## config.mk

```make
export PLATFORM = sky130hd
export DESIGN_NAME = fifo_ctrl
export DESIGN_NICKNAME = d
export VERILOG_FILES = /design/src/rtl/fifo_ctrl.sv
export SDC_FILE = /design/constraint.sdc
export NUM_CORES = 1
export LEC_CHECK = 0
export CORE_MARGIN = 1.5
export CORE_UTILIZATION = 52
export CTS_BUF_LIST = sky130_fd_sc_hd__clkbuf_4 sky130_fd_sc_hd__clkbuf_8
export DETAILED_ROUTE_END_ITERATION = 8
export PLACE_DENSITY = 0.8
export SLEW_MARGIN = 20
export SYNTH_ARGS = -nofsm -noshare
export SYNTH_HDL_FRONTEND = slang
export SYNTH_SLANG_ARGS = --single-unit
```

## constraint.sdc

```tcl
create_clock -name clk -period 3.6 [get_ports clk]
set_input_delay 0.72 -clock clk [delete_from_list [all_inputs] [get_ports clk]]
set_output_delay 0.72 -clock clk [all_outputs]
set_load 0.01 [all_outputs]
```

## src/rtl/fifo_ctrl.sv

```systemverilog
// Pointer and flag controller for a FIFO built on a 2-port memory.
// Drives memory enables and addresses and decodes occupancy and error flags.
module fifo_ctrl #(
    parameter int unsigned addrs_width     = 8,
    parameter int unsigned almost_full_th  = 4,
    parameter int unsigned almost_empty_th = 4
) (
    input  logic                   clk,
    input  logic                   rst,
    input  logic                   wr_req,
    input  logic                   rd_req,
    output logic                   mem_write_enable,
    output logic [addrs_width-1:0] mem_write_address,
    output logic                   mem_read_enable,
    output logic [addrs_width-1:0] mem_read_address,
    output logic                   rd_valid,
    output logic                   full,
    output logic                   empty,
    output logic                   almost_full,
    output logic                   almost_empty,
    output logic [addrs_width:0]   count,
    output logic                   overflow,
    output logic                   underflow
);

    localparam logic [addrs_width:0] DEPTH_V = {1'b1, {addrs_width{1'b0}}};

    // Pointers carry one extra wrap bit so full and empty are distinguishable.
    logic [addrs_width:0] r_wr_ptr;
    logic [addrs_width:0] r_rd_ptr;
    logic                 r_rd_valid;
    logic                 r_overflow;
    logic                 r_underflow;

    logic [addrs_width:0] w_count;
    logic [addrs_width:0] w_free;
    logic                 w_full;
    logic                 w_empty;
    logic                 w_almost_full;
    logic                 w_almost_empty;
    logic                 w_wr_acc;
    logic                 w_rd_acc;
    logic                 w_wr_reject;
    logic                 w_rd_reject;

    // NOTE: every signal written here gets a value on every path, so no latch is inferred.
    always_comb begin
        w_empty        = (r_wr_ptr == r_rd_ptr);
        w_full         = (r_wr_ptr[addrs_width-1:0] == r_rd_ptr[addrs_width-1:0]) &&
                         (r_wr_ptr[addrs_width] != r_rd_ptr[addrs_width]);
        w_count        = r_wr_ptr - r_rd_ptr;
        w_free         = DEPTH_V - w_count;
        w_almost_full  = (32'(w_free) <= almost_full_th);
        w_almost_empty = (32'(w_count) <= almost_empty_th);

        // Acceptance uses this cycle's flags; reset blocks both memory accesses.
        w_wr_acc       = wr_req & ~w_full & ~rst;
        w_rd_acc       = rd_req & ~w_empty & ~rst;
        w_wr_reject    = wr_req & w_full;
        w_rd_reject    = rd_req & w_empty;
    end

    // NOTE: state registers use non-blocking assignments so all updates see pre-edge values.
    always_ff @(posedge clk) begin
        if (rst) begin
            r_wr_ptr    <= '0;
            r_rd_ptr    <= '0;
            r_rd_valid  <= 1'b0;
            r_overflow  <= 1'b0;
            r_underflow <= 1'b0;
        end else begin
            r_wr_ptr   <= r_wr_ptr + {{addrs_width{1'b0}}, w_wr_acc};
            r_rd_ptr   <= r_rd_ptr + {{addrs_width{1'b0}}, w_rd_acc};
            r_rd_valid <= w_rd_acc;
            if (w_wr_reject) begin
                r_overflow <= 1'b1;
            end
            if (w_rd_reject) begin
                r_underflow <= 1'b1;
            end
        end
    end

    assign mem_write_enable  = w_wr_acc;
    assign mem_read_enable   = w_rd_acc;
    assign mem_write_address = r_wr_ptr[addrs_width-1:0];
    assign mem_read_address  = r_rd_ptr[addrs_width-1:0];
    assign rd_valid          = r_rd_valid;
    assign full              = w_full;
    assign empty             = w_empty;
    assign almost_full       = w_almost_full;
    assign almost_empty      = w_almost_empty;
    assign count             = w_count;
    assign overflow          = r_overflow;
    assign underflow         = r_underflow;

endmodule
```

==> results.toml, run 1 <==
[placed_design]
gp_congestion = 0.7963
hpwlAfterDp_mm = 2.838
placed_area_um2 = 2002
port-buffer-count = 37

[yosys]
synthAdderAreaFrac_pct = 11.21
synth-edff-count = 0
synth-main-ff-cell = "dfxtp_1"
syn_area_um2 = 1629
syn_inst = 204
synthMuxAreaShare_pct = 0
ys_ff_latch = 21
synth.most_common_cell = "nor2_1"
synth_common_cells = "22 x nor2_1, 21 x dfxtp_1, 21 x inv_1, 16 x buf_4, 15 x a21oi_1"
synthDominantCellAreaShare_pct = 25.81
synthXorXnorAreaFrac_pct = 9.140
yosysTopAreaCell = "dfxtp_1"
ys_types = 39
synth_simple_gate_area_share_pct = 21.58
ys_warn_count = 0
synth.area.top_cells = "dfxtp_1 26%, ha_1 10%, buf_4 7.4%, nor2_1 5.1%, inv_1 4.8%"
synth_seq_area_share_pct = 25.81
synth_compound_area_share_pct = 17.20
synth_top_family_by_area = "simple AND/OR/NAND/NOR gates"
synthArstFlopShare_pct = 0
synth_nets = 222
synth_area_per_cell_um2 = 7.986

[timing]
maxSlewHeadroom_pct = 77.62
max_freq_ghz = 0.2769
min_period_over_period_pct = 100.3
fin_crit_ns = 3.611
setup_ws_ns = -0.01146
fin_hold_ws_ns = 0.4986
hold_violations = 0
drv_slew = 0
worstMarginPinSlew_ns = 0.3346
rsz0062_at_grt = "true"
finalClockSkew_ns = 0.006715
setup_viol = 1
setup-tns-final_ns = -0.01146

[cells_and_area]
area_growth_pct = 26.42
layout-drive-gt1-share_pct = 15.77
final_cell_area_um2 = 2059
layout.nets = 260
antenna_cells = 0

[floorplanning]
die_w_um = 58.97
initial_core_util_pct = 54.25
core_area_um2 = 3003
dieHeight_um = 58.97
ios = 38
die_area_um2 = 3477
row_count = 20

[worst_setup_path]
reg2reg_depth = 13
crit_type = "flip-flop to primary output"
cp-start-kind = "flip-flop"
end_kind = "primary output"
cp_data_required_time_ns = 2.88
arrival_ns = 2.89
crit_fanout = 2

[pwr]
p_per_area_nw_per_um2 = 257.5
p_total_mw = 0.5302
vdd_drop_max_v = 0.0002442
p_leak_nw = 0.9238

[worst_hold_path]
holdPathStages = 2
hp-class = "flip-flop to flip-flop"

[route]
dr.first_iter.drc_count = 25
m1WireLength_mm = 1.526
wl_met2_mm = 1.798
drt_wl_total_mm = 3.498
top_layer = "met4"
drcViolationCount = 0
wl_met3_um = 93
vias_per_cell = 5.427
wl_per_cell_um = 12.77
ant_nets = 0
first_pass_iters = 5
vias = 1487

[cts]
cts-root-buf = "clkbuf_4"
cts_max_level = 1
cts_made_buffers = 3
hold_buffers = 0
cts_tree = "built"
clkSinkCount = 21
clockBufferDepth = 2
clk_pin_slew_ns = 0.11
clock_latency_ns = 0.31

[global_routing]
grt_pass1_wl_mm = 5.595
grt_max_degree = 15
grt_antenna_before_repair = 0
grt_pass1_vias = 1357
track_usage_pct = 20.89
globalRoute.totalOverflow = 0

[status]
violations = "setup timing"
status = "finished with violations"

[run]
maxCapViolations = 0
==> final timing paths <==
| path | from | to | slack (ns) |
|---|---|---|---|
| worst min-delay path | overflow | overflow | 0.50 |
| worst max-delay path | r_wr_ptr[0] | almost_full | -0.01 |
| worst max register to register | r_rd_ptr[4] | r_rd_ptr[6] | 0.97 |
| worst min register to register | overflow | overflow | 0.50 |
==> logic make-up (layout without fill, tap and decap cells) <==
family                     Yosys count  in the layout
DFF                                 21             21
adders and majority gates           14             14
buffers and inverters               42             79
xor gates and xnor gates            17             17
AOI/OAI and AO/OA                   42             42
and+or+nand+nor                     68             68
==> per-stage QoR <==
step | std cells | utilization, % | setup slack [ns]
2_1_floorplan | 204 | - | 0.2293
3_3_place_gp | 270 | 66.67 | -0.1103
3_5_place_dp | 270 | 66.67 | -0.2182
4_1_cts | 274 | 67.58 | -0.2094
5_1_grt | 274 | 68.58 | -0.1582
6_report | 274 | 68.58 | -0.01146
==> worst max-delay path, stage by stage, from the launching register on <==
cell	delay [ns]
dfxtp_2	0.35
inv_2	0.05
ha_4	0.15
fa_2	0.34
nand2b_4	0.17
a211oi_4	0.27
nor4_2	0.07
a311oi_2	0.32
nand2b_2	0.09
buf_4	0.14
o31a_2	0.34
nor4_2	0.13
buf_2	0.17
==> cell usage in the layout, fill, tap and decap left out, types with 6 or more instances in the layout <==
cell type and count:
o21ai_0 8, nor2b_1 6, xnor2_1 9, nand2_1 8, xor2_1 8, a21oi_1 15
clkdlybuf4s50_1 33, or3_1 6, buf_4 17, inv_1 20, nand3_1 10, ha_1 12
nor2_1 22, dfxtp_1 20
==> repair_timing <==
item	CTS	global route
setup endpoints to repair	2	4
pin swaps	1	3
gates resized for setup	4	15
buffers inserted	0	0
==> metal layers <==
| layer | up-vias | track usage [%] |
|---|---|---|
| li1 | 757 | - |
| met4 | 0 | 8.766 |
| met3 | 9 | 2.838 |
| met1 | 690 | 23.31 |
| met5 | - | 0 |
| met2 | 31 | 39.21 |
==> report_power, final <==
group,leakage [nW],internal (mW),total (mW),switching [mW]
Combinational,0.736,0.0946,0.177,0.0822
Sequential,0.170,0.237,0.240,0.00280
Clock,0.0177,0.0415,0.114,0.0721
==> final cells by class <==
| type | count | area (um2) |
|---|---|---|
| multi-input cells | 141 | 997.2 |
| fillers | 250 | 943.4 |
| repair buffers | 54 | 493.0 |
| flip-flops and latches | 21 | 421.7 |
| inverters | 21 | 78.83 |
| well taps | 33 | 41.29 |
| clock buffers | 3 | 22.52 |
| clock inverters | 1 | 5.005 |
==> registers in the layout, summed over array words and instances, names as in the netlist <==
| signal | count |
|---|---|
| r_rd_ptr | 9 |
| underflow | 1 |
| rd_valid | 1 |
| r_wr_ptr | 9 |
| overflow | 1 |
Power figures use the tool's default switching activity.
==> run 2: changes to the inputs <==
Settings changed: CORE_UTILIZATION 52 to 47, PLACE_DENSITY 0.8 to 0.76.
Clock period 3.6 ns to 2.9 ns, I/O delays scaled along.
==> results.toml, run 2 (synthesized netlist as in run 1, its figures left out) <==
[cells_and_area]
layout.nets = 300
reg_top3 = "r_rd_ptr (9), r_wr_ptr (9)"
layout_common_cells = "58 x buf_4, 24 x clkdlybuf4s50_1, 20 x nor2_1"
final_common_cell = "buf_4"
layout-drive-gt1-share_pct = 35.23
final_cell_area_um2 = 2480
antenna_cells = 0
area_growth_pct = 52.23

[floorplanning]
ios = 38
dieHeight_um = 61.88
core_area_um2 = 3337
die_area_um2 = 3829
row_count = 21
die_w_um = 61.88
initial_core_util_pct = 48.82

[worst_setup_path]
cp-start-kind = "flip-flop"
crit_type = "flip-flop to primary output"
cp_data_required_time_ns = 2.32
arrival_ns = 2.77
end_kind = "primary output"
crit_fanout = 3

[pwr]
p_total_mw = 0.7227
p_per_area_nw_per_um2 = 291.4
p_leak_nw = 1.154
vdd_drop_max_v = 0.0003330

[cts]
clkSinkCount = 21
cts_made_buffers = 3
clock_latency_ns = 0.30
cts-root-buf = "clkbuf_4"
cts_tree = "built"
clockBufferDepth = 2
cts_max_level = 1
clk_pin_slew_ns = 0.11

[timing]
fin_crit_ns = 3.353
min_period_over_period_pct = 115.6
setup_viol = 3
max_freq_ghz = 0.2982
setup_ws_ns = -0.4529
maxSlewHeadroom_pct = 68.66
hold_violations = 0
drv_slew = 0
worstMarginPinSlew_ns = 0.4667
rsz0062_at_grt = "true"
finalClockSkew_ns = 0.001907

[global_routing]
grt_pass1_wl_mm = 6.651
grt_antenna_before_repair = 0
grt_pass1_vias = 1602
globalRoute.totalOverflow = 0
track_usage_pct = 23.27
grt_max_degree = 16

[route]
top_layer = "met4"
wl_per_cell_um = 12.54
wl_met2_mm = 2.241
vias_per_cell = 4.997
vias = 1634
drt_wl_total_mm = 4.102
drcViolationCount = 0
m1WireLength_mm = 1.714
dr.first_iter.drc_count = 43
wl_met3_um = 99
first_pass_iters = 4
ant_nets = 0

[placed_design]
hpwlAfterDp_mm = 3.154
gp_congestion = 0.8005
placed_area_um2 = 2311
port-buffer-count = 37

[worst_hold_path]
hp-class = "flip-flop to flip-flop"

[status]
status = "finished with violations"
violations = "setup timing"

[run]
maxCapViolations = 0
## run 2: changes by cell type in the layout (fill, tap and decap cells not counted), sizes merged
cell	change
buf	+43
clkdlybuf4s50	-9
dlygate4sd2	+7
dlymetal6s2s	-2
clkbuf	+1
clkdlybuf4s15	+1
clkinv	-1
## run 2: final cells by class
type / instances / area (um2)
clock buffer: 4 / 30.03
fill: 265 / 857.1
inverter: 21 / 78.83
timing repair buffer: 94 / 773.2
tap: 46 / 57.56
multi-input combinational: 141 / 1115
sequential: 21 / 425.4
## run 2: per-stage QoR
stage | TNS [ns] | worst slack, ns | instances | utilization, % | hold WS (ns)
5_1_grt | -1.290 | -0.6211 | 327 | 74.32 | 0.5421
6_report | -0.7046 | -0.4529 | 327 | 74.32 | 0.4899
4_1_cts | -0.8006 | -0.4969 | 327 | 72.89 | 0.4976
3_3_place_gp | -0.9528 | -0.5796 | 318 | 69.25 | 0.4495
2_1_floorplan | -0.1577 | -0.1577 | 204 | - | 0.4839
3_5_place_dp | -1.076 | -0.6194 | 318 | 69.25 | 0.4592
## run 2: repair_timing
action / CTS / global route
setup buffers: 5 / 0
hold buffers: 0 / 0
gates resized for setup: 41 / 14
pin swaps: 14 / 4
setup endpoints to repair: 13 / 13
## run 2: power breakdown
group	internal (mW)	leakage, nW	switching [mW]
logic	0.152	0.965	0.126
clock network	0.0629	0.0184	0.0850
registers	0.293	0.171	0.00337
total	0.508	1.15	0.214
## run 2: final timing paths
check,startpoint,end,slack (ns),depth (start not counted)
worst max-delay path,r_rd_ptr[1],almost_full,-0.45,10
worst min-delay path,underflow,underflow,0.49,2
worst max register to register,r_rd_ptr[6],r_rd_ptr[6],0.25,15
worst min register to register,underflow,underflow,0.49,2
## run 2: worst max-delay path: stages, from the launching register on
cell and delay, ns:
dfxtp_4 0.38, inv_1 0.04, ha_1 0.30, nor2b_1 0.15, o211ai_1 0.11, a311oi_1 0.35
o22ai_2 0.15, nand2b_2 0.20, o311a_1 0.36, nor4_4 0.26, buf_2 0.16
## run 2: routing by layer
metal / vias up / global-route usage, %
li1: 841 / -
met1: 751 / 24.91
met2: 36 / 47.07
met3: 6 / 2.070
met4: 0 / 7.295
met5: - / 0
==> run 3: changes to the inputs <==
Settings changed: CELL_PAD_IN_SITES_DETAIL_PLACEMENT set to 0, CELL_PAD_IN_SITES_GLOBAL_PLACEMENT set to 2, CORE_UTILIZATION 47 to 27, TNS_END_PERCENT set to 1.
Clock period 2.9 ns to 2.8 ns, I/O delays scaled along.
==> results.toml, run 3 (synthesized netlist as in run 1, its figures left out) <==
[global_routing]
globalRoute.totalOverflow = 0
grt_max_degree = 13
track_usage_pct = 13.51
grt_pass1_vias = 1548
grt_pass1_wl_mm = 6.865
grt_antenna_before_repair = 0

[cells_and_area]
final_cell_count_no_fill = 360
fillers = 616
reg_top3 = "r_rd_ptr (9), r_wr_ptr (9)"
multi_input_area_um2 = 1104
antenna_cells = 0
regArea_um2 = 422.9
final_common_cell = "buf_4"
final_util_pct = 43.75
area_growth_pct = 58.06
layout-drive-gt1-share_pct = 35.79
final_cell_area_um2 = 2575
layout_common_cells = "62 x buf_4, 28 x clkdlybuf4s50_1, 20 x nor2_1"
layout.nets = 304

[timing]
finalClockSkew_ns = 0.004509
hold_violations = 0
fin_crit_ns = 3.285
worstMarginPinSlew_ns = 0.4241
setup_ws_ns = -0.4846
rsz0062_at_grt = "true"
max_freq_ghz = 0.3044
drv_slew = 0
min_period_over_period_pct = 117.3
maxSlewHeadroom_pct = 71.52
setup_viol = 7

[cts]
clkSinkCount = 21
cts_max_level = 1
clock_latency_ns = 0.26
cts_made_buffers = 3
cts_tree = "built"
clk_pin_slew_ns = 0.08
cts-root-buf = "clkbuf_8"
hold_buffers = 0
clockBufferDepth = 2

[worst_setup_path]
critPathSlowestCell = "o311a_1"
max_stage_delay_ns = 0.37
end_kind = "primary output"
cp_data_required_time_ns = 2.24
path_cells = "inv_2 -> ha_4 -> fa_2 -> nand2b_4 -> a211oi_4 -> nor4_2 -> a311oi_2 -> nand2b_2 -> o311a_1 -> nor4_4 -> buf_2"
cp-start-kind = "flip-flop"
crit_fanout = 3
crit_type = "flip-flop to primary output"
path_buf_inv = 2
cp_top_family = "compound AO/OA/AOI/OAI gates"
reg2reg_slack_ns = 0.20
arrival_ns = 2.72

[floorplanning]
die_area_um2 = 6508
ios = 38
dieHeight_um = 80.68
initial_core_util_pct = 27.68
die_w_um = 80.68
core_area_um2 = 5886
row_count = 28

[worst_hold_path]
hp-class = "flip-flop to flip-flop"

[status]
status = "finished with violations"
violations = "setup timing"

[route]
drt_wl_total_mm = 4.213
drcViolationCount = 0
ant_nets = 0
first_pass_iters = 2
wl_per_cell_um = 11.70
vias_per_cell = 4.442
dr.first_iter.drc_count = 48
vias = 1599

[placed_design]
place_inst = 354
hpwlAfterDp_mm = 3.430
placed_area_um2 = 2400
gp_congestion = 0.7334
port-buffer-count = 37

[pwr]
p_total_mw = 0.8085
vdd_drop_max_v = 0.0002564
p_leak_nw = 1.193
p_per_area_nw_per_um2 = 314.0

[run]
maxCapViolations = 0
## run 3: worst reg2reg max path, stage by stage (launching register included)
cell and delay, ns:
dfxtp_1 0.33, inv_1 0.06, ha_1 0.32, buf_4 0.16, nand3_1 0.12, buf_4 0.13, nor2_1 0.03, nand2_1 0.10
nor2_2 0.07, nor3b_2 0.20, ha_1 0.24, ha_4 0.17, nand2_1 0.05, or3_1 0.32, xnor2_1 0.14, nor2_1 0.05
## run 3: what timing repair did
| item | CTS | global route |
|---|---|---|
| setup endpoints to repair | 13 | 18 |
| resized for setup | 27 | 17 |
| pin swaps | 9 | 3 |
| cloned | 0 | 0 |
| setup buffers | 2 | 0 |
## run 3: per-layer routing
layer	routed length, um	GRT usage, %
met5	0	0
met4	18	3.621
met3	113	1.591
met2	2135	24.62
met1	1945	16.55
## run 3: area by class of cell
type	instances	area share, %
Multi-Input combinational cell	141	42.86
Timing Repair Buffer	98	32.12
Sequential cell	21	16.42
Tap cell	75	3.644
Inverter	21	3.061
Clock buffer	4	1.895
## run 3: final timing paths
path	end	depth (start not counted)	startpoint
worst max-delay path	almost_full	11	r_wr_ptr[0]
worst min-delay path	overflow	2	overflow
worst max register to register	r_rd_ptr[6]	15	r_rd_ptr[6]
worst min register to register	overflow	2	overflow
## run 3: report_power, final
| part | internal, mW | switching, mW | total (mW) |
|---|---|---|---|
| sequential | 0.304 | 0.00376 | 0.308 |
| clock | 0.111 | 0.0993 | 0.210 |
| combinational | 0.167 | 0.123 | 0.290 |
| total | 0.583 | 0.226 | 0.809 |
## run 3: stage by stage
step / setup WS [ns] / hold slack (ns) / TNS, ns
final: -0.4846 / 0.4792 / -1.297
after global routing: -0.6388 / 0.5232 / -2.524
after CTS: -0.5568 / 0.4869 / -2.659
after detailed placement: -0.7242 / 0.4681 / -1.572
after global placement: -0.6859 / 0.4575 / -1.447
after floorplan: -0.2377 / 0.4839 / -0.2632
